===== config.mk =====
export PLATFORM = sky130hd
export DESIGN_NAME = post_add_sub_simd
export DESIGN_NICKNAME = d
export VERILOG_FILES = /design/src/rtl/post_add_sub_simd_pkg.sv /design/src/rtl/post_add_sub_lane.sv /design/src/rtl/post_add_sub_simd.sv
export SDC_FILE = /design/constraint.sdc
export NUM_CORES = 1
export LEC_CHECK = 0
export ABC_AREA = 1
export BUFFER_PORTS_ARGS = -buffer_cell sky130_fd_sc_hd__buf_2
export CORE_MARGIN = 3
export CORE_UTILIZATION = 24
export DETAILED_ROUTE_END_ITERATION = 16
export PLACE_DENSITY_LB_ADDON = 0.15
export SLEW_MARGIN = 10
export SYNTH_ARGS = -nofsm -noshare
export SYNTH_HDL_FRONTEND = slang
export SYNTH_SLANG_ARGS = --single-unit
export TNS_END_PERCENT = 30

===== constraint.sdc =====
create_clock -name CLK -period 8.9 [get_ports CLK]
set_input_delay 0.445 -clock CLK [delete_from_list [all_inputs] [get_ports CLK]]
set_output_delay 0.445 -clock CLK [all_outputs]
set_load 0.02 [all_outputs]

===== src/rtl/post_add_sub_simd_pkg.sv =====
// Shared constants for post_add_sub_simd: carry-in source names and the
// lane-count legality check used at elaboration.
package post_add_sub_simd_pkg;

   localparam string CISEL_OPMODE5 = "OPMODE5";
   localparam string CISEL_CARRYIN = "CARRYIN";

   function automatic bit lanes_ok(input int lanes, input int width);
      return ((lanes == 1) || (lanes == 2) || (lanes == 4)) && ((width % lanes) == 0);
   endfunction

endpackage


===== src/rtl/post_add_sub_lane.sv =====
// One LW-bit lane of the post adder: add or subtract with carry-in,
// carry/borrow out in bit LW of the widened result.
module post_add_sub_lane #(
   parameter int LW = 48
)(
   input  logic [LW-1:0] x,
   input  logic [LW-1:0] z,
   input  logic          cin,
   input  logic          sub,
   output logic [LW-1:0] s,
   output logic          cout
);

   logic [LW:0] res;

   // Subtract folds cin into the subtrahend, so bit LW flags a borrow.
   always_comb begin
      res = '0;
      if (sub)
         res = {1'b0, z} - ({1'b0, x} + {{LW{1'b0}}, cin});
      else
         res = {1'b0, x} + {1'b0, z} + {{LW{1'b0}}, cin};
   end

   assign {cout, s} = res;

endmodule


===== src/rtl/post_add_sub_simd.sv =====
// SIMD post adder/subtractor with optional input/output registers and
// P-feedback accumulation. Pattern detect is built with POST_ADD_SUB_SIMD_PATDET_EN.
module post_add_sub_simd
   import post_add_sub_simd_pkg::*;
#(
   parameter int    WIDTH      = 48,
   parameter int    LANES      = 1,
   parameter int    INREG      = 1,
   parameter int    OUTREG     = 1,
   parameter string CARRYINSEL = "OPMODE5"
`ifdef POST_ADD_SUB_SIMD_PATDET_EN
   ,
   parameter logic [WIDTH-1:0] PATTERN = '0,
   parameter logic [WIDTH-1:0] MASK    = '0
`endif
)(
   input  logic             CLK,
   input  logic             rst,
   input  logic             C_ENABLE,
   input  logic             in_valid,
   input  logic [WIDTH-1:0] X,
   input  logic [WIDTH-1:0] Z,
   input  logic             CARRYIN,
   input  logic             opmode_5,
   input  logic             opmode_7,
   input  logic             acc_en,
   output logic             out_valid,
   output logic [WIDTH-1:0] P,
   output logic [LANES-1:0] CARRYOUT,
   output logic [LANES-1:0] CARRYOUTF
`ifdef POST_ADD_SUB_SIMD_PATDET_EN
   ,
   output logic             PATDET
`endif
);

   localparam int LW      = WIDTH / LANES;
   localparam bit SEL_OP5 = (CARRYINSEL == CISEL_OPMODE5);
   localparam bit SEL_CIN = (CARRYINSEL == CISEL_CARRYIN);

   if (!lanes_ok(LANES, WIDTH)) begin : g_lanes_illegal
      $error("post_add_sub_simd: LANES must be 1, 2 or 4 and divide WIDTH");
   end

   logic             cin_sel;
   logic [WIDTH-1:0] x1, z1, z_eff, sum;
   logic             cin1, sub1, acc1, v1;
   logic [LANES-1:0] co_c;
   logic             pat_c;

   assign cin_sel = SEL_OP5 ? opmode_5 : (SEL_CIN ? CARRYIN : 1'b0);

   if (INREG != 0) begin : g_inreg
      always_ff @(posedge CLK) begin
         if (rst) begin
            v1 <= 1'b0; x1 <= '0; z1 <= '0;
            cin1 <= 1'b0; sub1 <= 1'b0; acc1 <= 1'b0;
         end else if (C_ENABLE) begin
            v1 <= in_valid;
            if (in_valid) begin
               x1 <= X; z1 <= Z;
               cin1 <= cin_sel; sub1 <= opmode_7; acc1 <= acc_en;
            end
         end
      end
   end else begin : g_inbyp
      assign v1   = in_valid;
      assign x1   = X;
      assign z1   = Z;
      assign cin1 = cin_sel;
      assign sub1 = opmode_7;
      assign acc1 = acc_en;
   end

   for (genvar k = 0; k < LANES; k++) begin : g_lane
      post_add_sub_lane #(.LW(LW)) u_lane (
         .x    (x1[k*LW +: LW]),
         .z    (z_eff[k*LW +: LW]),
         .cin  ((k == 0) ? cin1 : 1'b0),
         .sub  (sub1),
         .s    (sum[k*LW +: LW]),
         .cout (co_c[k])
      );
   end

`ifdef POST_ADD_SUB_SIMD_PATDET_EN
   assign pat_c = (((sum ^ PATTERN) & ~MASK) == '0);
`else
   assign pat_c = 1'b0;
`endif

   if (OUTREG != 0) begin : g_outreg
      logic [WIDTH-1:0] p_reg;
      logic [LANES-1:0] co_reg;
      logic             v2, pat_reg;

      // Accumulation replaces Z with the live P register.
      assign z_eff = acc1 ? p_reg : z1;

      always_ff @(posedge CLK) begin
         if (rst) begin
            v2 <= 1'b0; p_reg <= '0; co_reg <= '0; pat_reg <= 1'b0;
         end else if (C_ENABLE) begin
            v2 <= v1;
            if (v1) begin
               p_reg   <= sum;
               co_reg  <= co_c;
               pat_reg <= pat_c;
            end
         end
      end

      assign out_valid = v2;
      assign P         = p_reg;
      assign CARRYOUT  = co_reg;
`ifdef POST_ADD_SUB_SIMD_PATDET_EN
      assign PATDET    = pat_reg;
`endif
   end else begin : g_outbyp
      assign z_eff     = z1;
      assign out_valid = v1;
      assign P         = sum;
      assign CARRYOUT  = co_c;
`ifdef POST_ADD_SUB_SIMD_PATDET_EN
      assign PATDET    = pat_c;
`endif
   end

   assign CARRYOUTF = CARRYOUT;

endmodule

---- Word-level counts from Yosys, hierarchy flattened ----
Cells that the tools add are included.
word-level totals
  output and inout bits ................... 51
  register bits after elaboration ......... 150
  word-level logic and storage cells ...... 17
  bits of input ports ..................... 104
operators by class
  mux-type cells .......................... 2
  reduce and logical (&&, ||, !) cells .... 2
  add/sub/neg operators ................... 4
operator list
  cell                          count
  adder 48 x 1 -> 49 bit        1
  adder 48 x 48 -> 49 bit       1
  adder 49 x 1 -> 49 bit        1
  two-way mux 49 bit            1
  subtractor 48 x 49 -> 49 bit  1
  two-way mux 48 bit            1
  AND reduction 2 bit           2

---- Longest topological paths before layout ----
  word-level depth ........................ 4
  gate-level depth with buffers ........... 25

---- By module ----
Synthesis repeated with hierarchy kept, for this count alone.
second synthesis, totals
  cells, all modules ...................... 2868
  area, all modules ....................... 15598.7 µm²
by module, submodules not included
  module             cells an instance  area an instance (µm²)  seq. area each (µm²)  instances
  post_add_sub_lane  1815               9098.7                  0.0                   1
  post_add_sub_simd  1053               6500.0                  3002.9                1

---- Worst setup path after synthesis ----
OpenSTA, ideal clock, no wires.
  kind .................................... register to register
  start point ............................. reg acc1
  end point ............................... reg g_outreg.p_reg[28], in the netlist P[28]
  data arrival time ....................... 2.900 ns
  path buffers ............................ 2
  slack ................................... 5.891 ns
  cell stages (with the launch flop) ...... 22
  period minus slack after synthesis ...... 3.009 ns
  library setup time ...................... 0.109 ns
  path through ............................ dfxtp_1 inv_1 clkbuf_1 clkbuf_1 or2_2 o21ai_0 fa_1 fa_1 nand2_1 nand2_1 nand2_1 nand2_1 nand2_1 inv_1 o21ai_2 nand3_1 nand3_1 nand2_1 nand3_1 nand3_1 nand2_1 inv_1
between the ends
  longest elaborated chain between the ends .. 4
  elaborated cells between the ends (all ways) .. 5
ends and longest elaborated chain
  item                     RTL line                  source
  from (decl)              post_add_sub_simd.sv:47   logic cin1, sub1, acc1, v1;
  from (signal assigned)   post_add_sub_simd.sv:62   cin1 <= cin_sel; sub1 <= opmode_7; acc1 <= acc_en;
  two-way mux 48 bit (*)   post_add_sub_simd.sv:98   assign z_eff = acc1 ? p_reg : z1;
  adder 48 x 48 -> 49 bit  post_add_sub_lane.sv:22   res = {1'b0, x} + {1'b0, z} + {{LW{1'b0}}, cin};
  adder 49 x 1 -> 49 bit   post_add_sub_lane.sv:22
  two-way mux 49 bit (*)   post_add_sub_lane.sv:19   if (sub)
  to (signal assigned)     post_add_sub_simd.sv:106  p_reg <= sum;
  to (decl)                post_add_sub_simd.sv:93   logic [WIDTH-1:0] p_reg;
Every way passes the cells marked *; elsewhere a longest branch is shown, timed or not.
A chain may end at the register's enable or synchronous reset.

---- Final worst setup path ----
  start point ............................. reg acc1
  end point ............................... reg g_outreg.p_reg[42], in the netlist P[42]
Same word-level chain as after synthesis.

==> flow_summary.toml <==
[job]
maxCapViolCount = 0

[timing]
fmax_ghz = 0.205
skew_ns = 0.0196
period_share_pct = 54.8
rsz0062_at_grt = "false"
finalCriticalPeriod_ns = 4.88
hold_violations = 0
fin_tns_setup_ns = 0
drv_slew = 0
setup_viol = 0
whs_ns = 0.229
worst-slew-pin-transition_ns = 1.09
max_slew_margin_pct = 27.3

[hold_path]
min_path_type = "input port to flop"

[placement]
dp_hpwl_um = 55800
io_buffers = 153
globalplace.congestion = 0.964

[setup_path]
ff2ff_path_depth = 22
worst-path-stages = 22
crit_chain = "buf_4 > inv_1 > buf_4 > or2_2 > o21ai_0 > inv_1 > fa_1 > inv_1 > fa_1 > inv_1 > nand3_1 > nand2_1 > nand2_1 > nand2_1 > nand2_1 > nand2_1 > nand3_1 > nand4_1 > nand3_1 > nand2_1 > inv_1 > a21oi_1"
crit_buf_inv = 7
r2r-start = "acc1"
criticalPathCategory = "flop to flop"
cpMostUsedCell = "nand2_1"
r2r-end = "P[42]"
critPathRequiredTime_ns = 9.30
crit_start = "acc1"
crit_path_top_delay_cell = "fa_1"
path_max_fanout = 69
crit_arrival_ns = 5.28
cp-end-kind = "flop"
worst_path_largest_cell_delay_ns = 0.54
critical_path.top_delay_family = "simple AND/OR/NAND/NOR gates"
rrSetupSlack_ns = 4.02
start_kind = "flop"
cp-endpoint = "P[42]"

[yosys]
syn_inst = 2572
synth_cell_types = 43
syn_avg_cell_area_um2 = 5.70
synth-seq-cells = 150
synth_warnings = 0
synth_edf_count = 0
ys_seq_area_share_pct = 20.5
async_reset_ff_share_pct = 0
syn_nets = 2814
syn-cell-area_um2 = 14700
synth_flop_cell = "dfxtp_1"

[clock_network]
clkTransAtPathRegs_ns = 0.07
ctsHoldBuffers = 0
clk_latency_ns = 0.47
cts_buffer_depth = 2
htreeDepth = 4
numCtsBuffers = 17
cts.sinks = 150
cts_setup_buffers = 0
root_buffer = "clkbuf_16"
cts_tree = "yes"
post_cts_resized = 0

[floorplanning]
die_h_um = 253
start_util_pct = 24.6
dieArea_um2 = 64100
die_x_um = 253
row_count = 89
ios = 155
design.core.area_um2 = 59700

[layout]
fin_nets = 2925
syn2layout_area_growth_pct = 14.6
antenna_cells = 0
drive_gt1_share_pct = 9.61

[route]
drt-pass1-iter-count = 5
route.met3.wl_um = 3160
wl_per_cell_um = 19.3
vias = 16700
wl_met2_um = 28300
highest_layer = "met4"
antenna_left = 0
routedLengthMet1_um = 33800
vias_per_cell = 4.83
finalWirelength_um = 67000
drt_iter0_markers = 1127
drc = 0

[global_routing]
grt_overflow = 0
grt_usage_pct = 20.7
grt_pass1_wl_um = 98700
grt_antenna_before_repair = 0
grt_pass1_vias = 16100
grt_max_degree = 106

[power]
p_per_area_nw_per_um2 = 173
leakagePower_nw = 8.80
vdd_ir_drop_max_mv = 0.149

[status]
outcome = "finished clean"
[state kept, by name (all words and copies together) (netlist names)]
name / count
sub1: 1
cin1: 1
acc1: 1
out_valid: 1
z1: 48
P: 48
v1: 1
CARRYOUT: 1
x1: 48
[per-stage QoR]
stage	util (%)	cells	instance area [um2]	setup slack [ns]	power [W]
3_3_place_gp	27.1	3437	16200	4.16	0.00211
4_1_cts	28.1	3467	16800	4.07	0.00290
6_report	28.1	3467	16800	4.02	0.00290
2_1_floorplan	-	2572	14700	5.89	0.00164
3_5_place_dp	27.1	3437	16200	4.11	0.00211
5_1_grt	28.1	3467	16800	3.83	0.00310
[layout by cell type, fill, tap and decap left out, types with 6 or more instances in the layout]
master     instances
o21a_1             7
a21oi_1          187
nand3_1          143
buf_2            153
o211ai_1          10
nor2_1           412
clkbuf_16         17
nand4_1           27
xor2_1            10
ha_1             134
buf_4              7
nand3b_1           8
o21ai_0          268
inv_1            448
or2_2             29
o21bai_1          15
nand2_2           10
nor2_2             7
nand3_2            6
dfxtp_1          148
nor3_1            13
nand2_1          573
inv_2              8
[power by group]
part           internal [W]  switching [W]  leakage [nW]
registers          0.000712      0.0000364          1.23
clock network      0.000469       0.000305         0.293
logic              0.000404       0.000976          7.28
total               0.00159        0.00132          8.80
[worst min-delay path, cell delays in order]
cell and delay, ns:
buf_2 0.07, o21ai_0 0.07, nor2_1 0.08
[final cells by class]
class | count | area [um2]
clock buffer | 24 | 492
clock inverter | 6 | 115
fill | 6923 | 42900
inverter | 458 | 1720
multi-input combinational | 1896 | 9680
sequential | 150 | 3010
tap | 773 | 967
timing repair buffer | 160 | 818
[how the worst min path moves through the flow]
stage	start	to	slack (ns)	cells after the start
after global placement	v1	v1	0.45	2
final	X[45]	x1[45]	0.23	3
after detailed placement	z1[1]	z1[1]	0.45	2
after CTS	Z[19]	z1[19]	0.20	3
after floorplan	z1[1]	z1[1]	0.43	2
after global routing	Z[29]	z1[29]	0.24	3
[Yosys cell counts, types with 5 or more instances]
cell type | number | area share [%]
dfxtp_1 | 150 | 20
or2_2 | 29 | 1.2
nor4_1 | 5 | 0.21
nor2_1 | 412 | 11
nand2_2 | 10 | 0.43
inv_2 | 7 | 0.18
inv_1 | 449 | 11
o21ai_0 | 268 | 9.1
nand3_2 | 6 | 0.41
nand3_1 | 143 | 4.9
ha_1 | 134 | 11
clkbuf_1 | 59 | 1.5
xor2_1 | 10 | 0.60
nor2_2 | 7 | 0.30
o21a_1 | 7 | 0.36
nand2_1 | 574 | 15
nor3_1 | 13 | 0.44
o211ai_1 | 10 | 0.51
nand3b_1 | 8 | 0.41
a21oi_1 | 187 | 6.4
nand4_1 | 27 | 1.2
o21bai_1 | 15 | 0.77
[layer usage]
layer  up-vias  track usage (%)
met4         0             6.33
met5         -                0
met2       469             31.6
met3        68             2.02
met1      7878             30.5
li1       8329                -
[logic make-up (layout without fill, tap and decap cells)]
family / count (synthesis) / after routing / synth area share (%)
AND/OR/NAND/NOR: 1244 / 1244 / 35.3
buffers and inverters: 526 / 648 / 13.6
AO/OA/AOI/OAI: 501 / 501 / 17.8
flip-flops: 150 / 150 / 20.5
adder cells (fa/ha/maj): 138 / 138 / 12.0
XOR/XNOR: 13 / 13 / 0.777
(Power assumes the default switching activity.)
